### config.mk
export PLATFORM = sky130hd
export DESIGN_NAME = spi_reg_ctrl
export DESIGN_NICKNAME = d
export VERILOG_FILES = /design/src/rtl/spi_reg_pkg.sv /design/src/rtl/cs_edge_sync.sv /design/src/rtl/spi_reg_ctrl.sv
export SDC_FILE = /design/constraint.sdc
export NUM_CORES = 1
export LEC_CHECK = 0
export CAP_MARGIN = 5
export CORE_MARGIN = 1.5
export CORE_UTILIZATION = 40
export CTS_BUF_LIST = sky130_fd_sc_hd__clkbuf_8
export CTS_CLUSTER_SIZE = 16
export DETAILED_ROUTE_END_ITERATION = 6
export PLACE_DENSITY = 0.77
export SYNTH_ARGS = -nofsm -noshare
export SYNTH_HDL_FRONTEND = slang
export SYNTH_SLANG_ARGS = --single-unit
### constraint.sdc
create_clock -name clk -period 3.82 [get_ports clk]
set_input_delay 0.382 -clock clk [delete_from_list [all_inputs] [get_ports clk]]
set_output_delay 0.382 -clock clk [all_outputs]
set_load 0.05 [all_outputs]
### src/rtl/spi_reg_pkg.sv
// spi_reg_pkg
//   Shared definitions for the SPI register-access controller.
//   - state_t        : controller FSM states
//   - CMD_*          : command byte field positions for the default 8-bit geometry
//                      (1 rw bit, 3 length bits, 4 address bits)
//   - CS_MIN_HIGH    : minimum cs high time, in clk periods, between read bytes
package spi_reg_pkg;

    typedef enum logic [1:0] {
        IDLE  = 2'd0,
        FETCH = 2'd1,
        LOAD  = 2'd2,
        DATA  = 2'd3
    } state_t;

    localparam int CMD_RW_BIT   = 7;
    localparam int CMD_LEN_LSB  = 4;
    localparam int CMD_ADDR_LSB = 0;

    localparam int CS_MIN_HIGH  = 6;

endpackage

### src/rtl/cs_edge_sync.sv
// cs_edge_sync
//   Brings the raw SPI chip select into the clk domain and produces
//   single-cycle edge pulses.
//   Ports:
//     clk     in  : system clock
//     rst     in  : synchronous active-high reset
//     cs      in  : raw chip select, active low, asynchronous to clk
//     cs_rise out : one-cycle pulse after a synchronised low-to-high transition
//     cs_fall out : one-cycle pulse after a synchronised high-to-low transition
module cs_edge_sync (
    input  logic clk,
    input  logic rst,
    input  logic cs,
    output logic cs_rise,
    output logic cs_fall
);

    logic sync1;
    logic sync2;
    logic prev;

    // Two synchroniser flops followed by a history flop for edge detection.
    // Everything resets to 1 (deselected) so leaving reset never looks like an edge.
    always_ff @(posedge clk) begin
        if (rst) begin
            sync1 <= 1'b1;
            sync2 <= 1'b1;
            prev  <= 1'b1;
        end else begin
            sync1 <= cs;
            sync2 <= sync1;
            prev  <= sync2;
        end
    end

    assign cs_rise = sync2 & ~prev;
    assign cs_fall = ~sync2 & prev;

endmodule

### src/rtl/spi_reg_ctrl.sv
// spi_reg_ctrl
//   Sequences a byte-wide SPI slave shift register against a small register
//   bus. The first byte of a transfer is a command {rw, len-1, addr}; the
//   following bytes are burst data, with the address incrementing (and
//   wrapping) after each byte.
//   Ports:
//     clk        in  : system clock
//     rst        in  : synchronous active-high reset
//     cs         in  : raw SPI chip select, active low, asynchronous
//     spi_p_out  in  : byte received by the SPI slave
//     spi_p_in   out : byte the SPI slave transmits (captured on cs fall)
//     status     in  : status byte returned while idle
//     err_clr    in  : pulse that clears err
//     reg_addr   out : register bus address
//     reg_wdata  out : register write data
//     reg_we     out : one-cycle write strobe
//     reg_re     out : one-cycle read strobe
//     reg_rdata  in  : read data, valid the cycle after reg_re
//     busy       out : high whenever the FSM is not idle
//     err        out : sticky overrun flag
module spi_reg_ctrl
    import spi_reg_pkg::*;
#(
    parameter int WIDTH  = 8,
    parameter int ADDR_W = 4,
    parameter int LEN_W  = 3
) (
    input  logic              clk,
    input  logic              rst,
    input  logic              cs,
    input  logic [WIDTH-1:0]  spi_p_out,
    output logic [WIDTH-1:0]  spi_p_in,
    input  logic [WIDTH-1:0]  status,
    input  logic              err_clr,
    output logic [ADDR_W-1:0] reg_addr,
    output logic [WIDTH-1:0]  reg_wdata,
    output logic              reg_we,
    output logic              reg_re,
    input  logic [WIDTH-1:0]  reg_rdata,
    output logic              busy,
    output logic              err
);

    logic cs_rise;
    logic cs_fall;

    cs_edge_sync u_cs_edge_sync (
        .clk     (clk),
        .rst     (rst),
        .cs      (cs),
        .cs_rise (cs_rise),
        .cs_fall (cs_fall)
    );

    state_t            state, state_n;
    logic [ADDR_W-1:0] addr, addr_n;
    logic [LEN_W-1:0]  remaining, remaining_n;
    logic              is_read, is_read_n;
    logic [WIDTH-1:0]  spi_p_in_n;
    logic [WIDTH-1:0]  reg_wdata_n;
    logic [ADDR_W-1:0] reg_addr_n;
    logic              reg_we_n;
    logic              reg_re_n;
    logic              err_n;

    // State, counters and all bus-facing outputs are registered here.
    always_ff @(posedge clk) begin
        if (rst) begin
            state     <= IDLE;
            addr      <= '0;
            remaining <= '0;
            is_read   <= 1'b0;
            spi_p_in  <= '0;
            reg_addr  <= '0;
            reg_wdata <= '0;
            reg_we    <= 1'b0;
            reg_re    <= 1'b0;
            err       <= 1'b0;
        end else begin
            state     <= state_n;
            addr      <= addr_n;
            remaining <= remaining_n;
            is_read   <= is_read_n;
            spi_p_in  <= spi_p_in_n;
            reg_addr  <= reg_addr_n;
            reg_wdata <= reg_wdata_n;
            reg_we    <= reg_we_n;
            reg_re    <= reg_re_n;
            err       <= err_n;
        end
    end

    // Next-state logic. Strobes are computed one cycle early so they appear
    // registered: reg_re is high while the FSM sits in FETCH, and reg_we is
    // high in the cycle after the data byte's cs_rise.
    always_comb begin
        state_n     = state;
        addr_n      = addr;
        remaining_n = remaining;
        is_read_n   = is_read;
        spi_p_in_n  = spi_p_in;
        reg_addr_n  = reg_addr;
        reg_wdata_n = reg_wdata;
        reg_we_n    = 1'b0;
        reg_re_n    = 1'b0;

        // A new byte starting before the read data is loaded is an overrun;
        // the set has priority over a coincident clear.
        err_n = err;
        if (err_clr) begin
            err_n = 1'b0;
        end
        if (cs_fall && (state == FETCH || state == LOAD)) begin
            err_n = 1'b1;
        end

        case (state)
            IDLE: begin
                spi_p_in_n = status;
                if (cs_rise) begin
                    addr_n      = spi_p_out[ADDR_W-1:0];
                    remaining_n = spi_p_out[WIDTH-2 -: LEN_W];
                    is_read_n   = spi_p_out[WIDTH-1];
                    if (spi_p_out[WIDTH-1]) begin
                        state_n    = FETCH;
                        reg_re_n   = 1'b1;
                        reg_addr_n = spi_p_out[ADDR_W-1:0];
                    end else begin
                        state_n = DATA;
                    end
                end
            end

            FETCH: begin
                state_n = LOAD;
            end

            LOAD: begin
                spi_p_in_n = reg_rdata;
                state_n    = DATA;
            end

            DATA: begin
                if (cs_rise) begin
                    if (!is_read) begin
                        reg_we_n    = 1'b1;
                        reg_wdata_n = spi_p_out;
                        reg_addr_n  = addr;
                    end
                    if (remaining != '0) begin
                        remaining_n = remaining - LEN_W'(1);
                        addr_n      = addr + ADDR_W'(1);
                        if (is_read) begin
                            state_n    = FETCH;
                            reg_re_n   = 1'b1;
                            reg_addr_n = addr + ADDR_W'(1);
                        end
                    end else begin
                        state_n = IDLE;
                    end
                end
            end

            default: begin
                state_n = IDLE;
            end
        endcase
    end

    assign busy = (state != IDLE);

endmodule
[Word level (Yosys, flattened, before mapping)]
Index checks and enable logic that the tools add are counted.
Word-level totals
  flip-flop bits (word level): 36
  word-level logic and storage cells: 75
  bits of input ports: 28
Cells by class
  muxes and demuxes: 31
  add/subtract/negate cells: 2
  eq/ne operators: 8
  reductions and logical operators: 14
  bitwise operators: 7
Operators by type and width (count)
  $mux W4: 9
  $pmux W4 S2: 2
  $pmux W8 S2: 1
  $mux W2: 5
  $mux W3: 3
  $mux W1: 8
  $ne A2 B2 Y1 const B: 4
  $pmux W2 S4: 1
  $reduce_and A4 Y1: 2
  $reduce_bool A2 Y1: 4
  $pmux W3 S2: 1
  $reduce_and A3 Y1: 2
  $not A1 Y1: 5
  $add A4 B1 Y4 const B: 1
  $eq A2 B2 Y1 const B: 2
  $ne A3 B3 Y1 const B: 1
  $reduce_bool A3 Y1: 1
  $reduce_or A3 Y1: 1
  $sub A3 B1 Y3 const B: 1
  $and A1 B1 Y1: 2
  $eq A2 B1 Y1 const B: 1
  $logic_not A2 Y1: 1
  $pmux W1 S2: 1
  $reduce_and A2 Y1: 1
  other kinds (2): 2

[Longest topological paths before layout]
  word-level depth: 5
  gate-level depth with buffers: 8

[Hierarchy]
Synthesis repeated with hierarchy kept, for this count alone.
Unflattened totals
  cell total of the unflattened synthesis: 207
  area total of the unflattened synthesis: 1764.2 µm²
By module, submodules not included
  spi_reg_ctrl: area each 1671.6 µm², cells each 199, instances 1, sequential area each 660.6 µm²
  cs_edge_sync: area each 92.6 µm², cells each 8, instances 1, sequential area each 60.1 µm²

[Least setup slack after synthesis]
No wires, ideal clock.
  path type: reg2out
  start: reg state[0]
  end: out busy
  path slack: 2.195 ns
  arrival: 1.243 ns
  cell stages (with the launch flop): 6
  path buffers: 2
  path through: dfxtp_1 inv_1 ha_1 buf_2 buf_2 inv_1
On the way
  longest elaborated chain between the ends: 1
Ends and longest elaborated chain
  start: declaration: line spi_reg_ctrl.sv:55  | state_t state, state_n;
  start signal: assignment: line spi_reg_ctrl.sv:80  | state <= state_n;
  $reduce_bool A2 Y1: line spi_reg_ctrl.sv:170  | assign busy = (state != IDLE);
  end: declaration: line spi_reg_ctrl.sv:40  | output logic busy,
Every way passes these cells.

[Worst setup path after layout]
Ends and elaborated chain as after synthesis.

==> out/qor.txt <==
status: completed
vias per inst: 5.14
max-cap violations: 0
WHS: 414 ps
final wirelength: 3920 um
placer congestion estimate: 0.876
DR iter-0 viols: 86
Top Ports: 52
crit end category: output pin
die height: 69.2 um
Syn-to-layout area delta: 35.5%
drt first pass iters: 4
Yosys reg bits: 36
Clock transition at path regs: 70 ps
post-route minimum period: 2150 ps
nets@finish: 301
Final Cycle Share: 56.4%
layout cells sized above 1: 5.62%
Syn Std Cell Area: 0.00175 sq mm
IO buf count: 51
area leader, netlist: dfxtp_1
global-route wire length before repair: 6300 um
clk root buf: clkbuf_8
post-CTS setup buffer count: 0
Power, Total: 1.25 mW
P per Cell Area: 525 mW/mm^2
fin area: 0.00237 sq mm
Max clock buf depth: 2
Die ar.: 0.00479 sq mm
Setup Viol. Count Final: 0
vias in the first global route: 1398
Initial Utilization: 42.6%
Yosys warning count: 0
CTS tree: yes
HPWL reported at the end of detailed placement: 2770 um
core region area: 0.00412 sq mm
Final Hold Vio Count: 0
cell count after synthesis: 220
standard-cell rows: 23
Non-Filler Instances: 317
crit path DAT: 1770 ps
dpl ws: 1810 ps
CTS Buf Count: 5
wire length per cell after detailed routing: 12.4 um
ranking of synthesized cells by area: dfxtp_1 41%, a21oi_1 8.3%, nor2_1 6.4%, mux2i_1 5.7%, nand2_1 5.6%
Placed Instances: 310
Setup Skew: 4.98 ps
Leak: 0.879 nW
Via Count: 1630
Fmax achieved: 0.464 GHz
WP data required: 3440 ps
critical path class: flop to output pin
DP Area: 0.00228 sq mm
maximum VDD drop: 0.321 mV
maximum fanout along the worst path: 3
largest net degree at the start of global routing: 37
GRT Util Overall: 16.1%
Async S/R FF share, synth: 0%
Slew Limit Fails: 0
number of enable-type register cells in the synthesized netlist: 0
clock tree sinks: 36
initial antenna violation count: 0
CP startpoint kind: flop
Final TNS setup: 0 ps
Horiz. Die Dim: 69.2 um
syn nets: 254
actual slew at the worst max-slew pin: 732 ps
Clk Latency, worst-skew pair: 280 ps
Antenna Violating Nets Remaining: 0
hold_buf cts: 0
Rel. slew slack: 51.2%
Unique masters post-synth: 31
share of Yosys cell area claimed by the top area cell type: 41.1%
grt total ovfl: 0
worst setup margin: 1670 ps
RSZ-0062 raised after global routing: false
Post-route DRC: 0
r2r setup slk: 1780 ps
Synth Area per Inst: 7.97 sq um
# diodes: 0
final core area utilization: 57.7%
Most used DFF post-synth: dfxtp_1
register area share after synthesis: 41.1%
Min-Delay Path Class: flop to flop
htree depth: 2
post-CTS sizing: 0
## state kept, by name, summed over array words and instances (netlist names), 2 cells and up
signal,cells
remaining,3
state,2
reg_addr,4
addr,4
reg_wdata,8
spi_p_in,8
## logic make-up after synthesis
| kind of cell | share of synthesized area (%) |
|---|---|
| simple gates | 22.8 |
| buf+inv | 5.28 |
| fa+ha+maj | 4.28 |
| flops | 41.1 |
| xor+xnor | 0.999 |
| mux | 5.71 |
| compound gates | 19.8 |
## power breakdown
part	internal (mW)	switching (mW)
Sequential	0.417	0.0269
Combinational	0.204	0.317
Clock	0.160	0.123
Total	0.781	0.467
## metal layers
layer	wire, um	vias to the layer above	global-route usage [%]
li1	-	842	-
met1	1910	742	22.2
met2	1780	44	23.8
met3	185	2	4.94
met4	40	0	5.88
met5	0	-	0
## Yosys cell counts, drive strengths merged (6+ instances only)
master / count
a21oi: 29
buf: 7
clkbuf: 6
dfxtp: 36
ha: 6
inv: 8
mux2i: 10
nand2: 26
nand2b: 6
nor2: 32
nor2b: 8
o21ai: 11
## path summary, 6_finish.rpt
path                                        start                         endpoint  cells after the start
setup / recovery            state[0]$_SDFFE_PP0P_                             busy                      4
hold / removal    u_cs_edge_sync.sync1$_SDFF_PP1_  u_cs_edge_sync.sync2$_SDFF_PP1_                      1
setup reg to reg            state[1]$_SDFFE_PP0P_             addr[1]$_SDFFE_PP0P_                      5
hold reg to reg   u_cs_edge_sync.sync1$_SDFF_PP1_  u_cs_edge_sync.sync2$_SDFF_PP1_                      1
## cell usage in the layout (no fill, tap or decap), types with 4 or more instances in the layout
master / instances
clkdlybuf4s50_1: 51
dfxtp_1: 36
nor2_1: 30
a21oi_1: 29
nand2_1: 26
o21ai_0: 11
mux2i_1: 10
inv_1: 8
nor2b_1: 8
clkbuf_8: 7
nand2b_1: 6
ha_1: 6
nor3_1: 4
o211ai_1: 4
## area by class of cell
class,count,area (sq um)
Clock buffer,7,96.3
Timing Repair Buffer,53,526
Inverter,8,30.0
Sequential cell,36,721
Tap cell,50,62.6
Fill cell,392,1740
Multi-Input combinational cell,163,940
## worst max-delay path: stages (launching register included)
cell and delay [ps]:
dfxtp_1 350, inv_1 90, ha_1 210, inv_1 60
clkdlybuf4s50_1 790
(Power assumes the default switching activity.)
==> patch 1: new RTL, same flow settings <==
Change the parameter `ADDR_W` from 4 to 5.
--- a/src/rtl/spi_reg_ctrl.sv
+++ b/src/rtl/spi_reg_ctrl.sv
@@ -22,7 +22,7 @@
     import spi_reg_pkg::*;
 #(
     parameter int WIDTH  = 8,
-    parameter int ADDR_W = 4,
+    parameter int ADDR_W = 5,
     parameter int LEN_W  = 3
 ) (
     input  logic              clk,
Ports: changed (resized reg_addr); port bits go from 52 to 53. The function was not compared with the original's and may differ.
==> patch 1 against the unedited design <==
  * Critical path depth is the same
  * Area after synthesis rose by 11%
  * Final cell count up 9.8%
  * Worst setup slack lost 0.11 ns
  * Sequential cell count up 2
  * Power rose by 7.9%
  * Cell area increased by 8.9%
  * Routed wire length up 19%
==> patch 1: results <==
export IMPL_instances_no_fill=348
export IMPL_m1WireLength_um=2225
export IMPL_yosys_top_cells_count="dfxtp_1 (38), a21oi_1 (31), nand2_1 (29)"
export IMPL_dp_hpwl_um=3318
export IMPL_vias=1781
export IMPL_dpl_cell_count=340
export IMPL_r2r_end="reg_wdata[7]$_SDFFE_PP0P_"
export IMPL_whs_ns=0.4163
export IMPL_wire_per_inst_um=13.45
export IMPL_wl_met2_um=2121
export IMPL_syn_nets=266
export IMPL_postSynthAreaPerCell_um2=8.402
export IMPL_place_gp_congestion=0.8236
export IMPL_synth_cell_types=41
export IMPL_grt_use_met1=0.2558
export IMPL_route_met3_wl_um=217
export IMPL_slew_headroom=0.5883
export IMPL_grt_met2_usage=0.2956
export IMPL_final_net_count=314
export IMPL_grt_pass1_vias=1724
export IMPL_grt_util_met3=0.05110
export IMPL_ys_seq_area_frac=0.3902
export IMPL_clk_latency_ns=0.30
export IMPL_setup_ws_ns=1.551
export IMPL_firstDrtPassIters=5
export IMPL_status="finished clean"
export IMPL_drive_gt1_frac=0.08541
export IMPL_pre_cts_ws_ns=1.875
export IMPL_portBuffers=52
==> patch 1: power breakdown <==
group / switching, mW / internal, mW / total (mW) / leakage, nW
clock network: 0.147 / 0.145 / 0.292 / 0.0472
registers: 0.0275 / 0.440 / 0.467 / 0.309
logic: 0.362 / 0.226 / 0.588 / 0.588
==> patch 1: logic make-up after synthesis <==
group,share of synthesized area
AO/OA/AOI/OAI,0.1990
XOR/XNOR,0.004494
adder cells (fa/ha/maj),0.03851
buffers and inverters,0.06097
flip-flops,0.3902
multiplexers,0.07959
AND/OR/NAND/NOR,0.2272
==> patch 1: final cells by class <==
class / count / area [um^2]
Clock buffer: 6 / 82.58
Timing Repair Buffer: 55 / 543.0
Tap cell: 67 / 83.83
Multi-Input combinational cell: 171 / 1070
Fill cell: 443 / 2137
Inverter: 9 / 33.78
Sequential cell: 38 / 760.7
Clock inverter: 2 / 12.51
==> patch 2: new RTL, same settings <==
Without the edit above. Put one more register stage on the output `spi_p_in`, without a reset. The value now appears one clock later. The other outputs are not delayed to match.
--- a/src/rtl/spi_reg_ctrl.sv
+++ b/src/rtl/spi_reg_ctrl.sv
@@ -41,6 +41,8 @@
     output logic              err
 );
 
+    logic [WIDTH-1:0] spi_p_in_s0;
+
     logic cs_rise;
     logic cs_fall;
 
@@ -70,7 +72,7 @@
             addr      <= '0;
             remaining <= '0;
             is_read   <= 1'b0;
-            spi_p_in  <= '0;
+            spi_p_in_s0 <= '0;
             reg_addr  <= '0;
             reg_wdata <= '0;
             reg_we    <= 1'b0;
@@ -81,7 +83,7 @@
             addr      <= addr_n;
             remaining <= remaining_n;
             is_read   <= is_read_n;
-            spi_p_in  <= spi_p_in_n;
+            spi_p_in_s0 <= spi_p_in_n;
             reg_addr  <= reg_addr_n;
             reg_wdata <= reg_wdata_n;
             reg_we    <= reg_we_n;
@@ -98,7 +100,7 @@
         addr_n      = addr;
         remaining_n = remaining;
         is_read_n   = is_read;
-        spi_p_in_n  = spi_p_in;
+        spi_p_in_n  = spi_p_in_s0;
         reg_addr_n  = reg_addr;
         reg_wdata_n = reg_wdata;
         reg_we_n    = 1'b0;
@@ -169,4 +171,8 @@
 
     assign busy = (state != IDLE);
 
+    always_ff @(posedge clk) begin
+        spi_p_in <= spi_p_in_s0;
+    end
+
 endmodule
Check against the original RTL: not equivalent (a bounded check fails within 4 cycles, from zero or initial values and one cycle with rst high).
==> patch 2 against the unedited design <==
  * Critical path depth stayed put
  * First-iteration DRC count is 12% higher
  * Count of clock-buffer cells in the layout fell by 2
  * Area after synthesis rose by 11%
  * Combinational power grew 8.4%
  * Routed wire length up 13%
  * Power grew 14%
  * Sequential share of layout area rose by 4.6 points
  * Register-to-register slack worse by 0.26 ns
  * Cell area up 6.1%
  * Sequential cell count rose by 8
  * Synthesized cell count is 0.91% lower
  * Worst setup slack worse by 0.48 ns
  * Critical path type unchanged
  * Largest power group is now registers
==> patch 2: results <==
export IMPL_status="finished clean"
export IMPL_drive_gt1_frac=0.07143
export IMPL_hold_start="spi_p_in_s0[3]$_SDFFE_PP0P_"
export IMPL_portBuffers=51
export IMPL_whs_ns=0.3549
export IMPL_yosys_top_cells_count="dfxtp_1 (44), nand2_1 (28), a21oi_1 (27), nor2_1 (27), mux2i_1 (10)"
export IMPL_combPwrFrac=0.398
export IMPL_nFillCells=440
export IMPL_syn_nets=252
export IMPL_slew_headroom=0.4565
export IMPL_grt_pass1_wl_um=7093
export IMPL_place_gp_congestion=0.8306
export IMPL_grt_pass1_vias=1579
export IMPL_vias_per_cell=5.281
export IMPL_ys_top_cells_by_area="dfxtp_1 (45%), a21oi_1 (6.9%), nand2_1 (5.4%), nor2_1 (5.2%), mux2i_1 (5.1%)"
export IMPL_dp_hpwl_um=3100
export IMPL_grt_overflow=0
export IMPL_ys_seq_area_frac=0.4527
export IMPL_r2r_end="remaining[0]$_SDFFE_PP0P_"
export IMPL_wirelength_um=4415
export IMPL_grtUsageTotal=0.1701
export IMPL_synth_compound_area_frac=0.2058
export IMPL_cts_setup_buffers=0
export IMPL_crit_path_start="state[0]$_SDFFE_PP0P_"
export IMPL_muxShareOfSynthArea=0.05723
export IMPL_grt_max_degree=22
export IMPL_hp_class="reg2reg"
export IMPL_fin_skew_ns=0.003188
export IMPL_cts_buffer_depth=2
export IMPL_final_net_count=299
export IMPL_cp_required_ns=3.44
export IMPL_r2r_cells=5
export IMPL_hold_viol_final=0
export IMPL_p_leak_nw=0.9493
export IMPL_reg_top3="reg_wdata (8), spi_p_in (8), spi_p_in_s0 (8)"
export IMPL_firstDrtPassIters=5
export IMPL_synth_xor_xnor_area_share=0
export IMPL_crit_fanout=13
export IMPL_synth_cell_types=43
export IMPL_drtIter0Drc=96
export IMPL_whs_path_depth=0
export IMPL_path_clk_slew_ns=0.08
export IMPL_synth_fa_ha_area_frac=0.03859
export IMPL_max_stage_delay_ns=0.75
export IMPL_cts_resized=0
export IMPL_diodes=0
export IMPL_p_seq_mw=0.567
export IMPL_r2r_setup_slack_ns=1.52
export IMPL_vdd_drop_max_uv=272.5
export IMPL_p_int_mw=0.8720
export IMPL_holdPathEnd="spi_p_in[3]$_DFF_P_"
export IMPL_cts_buffers=5
## patch 2: changes by cell type after synthesis, moves of 4 or more
| cell | unedited run | this run |
|---|---|---|
| dfxtp_1 | 36 | 44 |
| nand2b_1 | 6 | 1 |
| nor2b_1 | 8 | 4 |
| o21ai_0 | 11 | 7 |
## patch 2: area by class of cell
cell class / count / area, um^2 / share of cell area
clock buffer: 5 / 68.82 / 0.02731
clock inverter: 3 / 18.77 / 0.007448
inverter: 9 / 33.78 / 0.01341
multi-input combinational: 153 / 932.1 / 0.3699
sequential: 44 / 880.8 / 0.3496
tap: 54 / 67.56 / 0.02681
timing repair buffer: 52 / 518.0 / 0.2056
## patch 2: metrics by stage
stage | cells | utilization | instance area, um^2 | total power, mW
after global routing | 320 | 0.5371 | 2520 | 1.505
after global placement | 312 | 0.5184 | 2432 | 1.134
after CTS | 320 | 0.5371 | 2520 | 1.428
final | 320 | 0.5371 | 2520 | 1.418
after detailed placement | 312 | 0.5184 | 2432 | 1.140
after floorplan | 218 | - | 1946 | 0.9884
## patch 2: worst max path at each step
stage / endpoint / slack, ns / cells past startpoint
final: busy / 1.18 / 4
after CTS: busy / 1.17 / 4
after floorplan: state[0]$_SDFFE_PP0P_ / 2.19 / 7
after detailed placement: busy / 1.51 / 4
after global routing: busy / 1.05 / 4
after global placement: busy / 1.52 / 4
## patch 2: layer usage
metal  up-vias  GRT usage  wire length, um
li1        847          -                -
met1       792     0.2300             2065
met2        47     0.2681             2106
met3         4    0.04834              222
met4         0    0.04193               21
met5         -          0                0
## patch 2: worst reg2reg max path, cell delays in order, from the launching register on
cell      delay [ns]
dfxtp_1         0.39
ha_1            0.72
nor2_1          0.21
a211oi_4        0.50
o21ai_2         0.11
a221oi_2        0.29
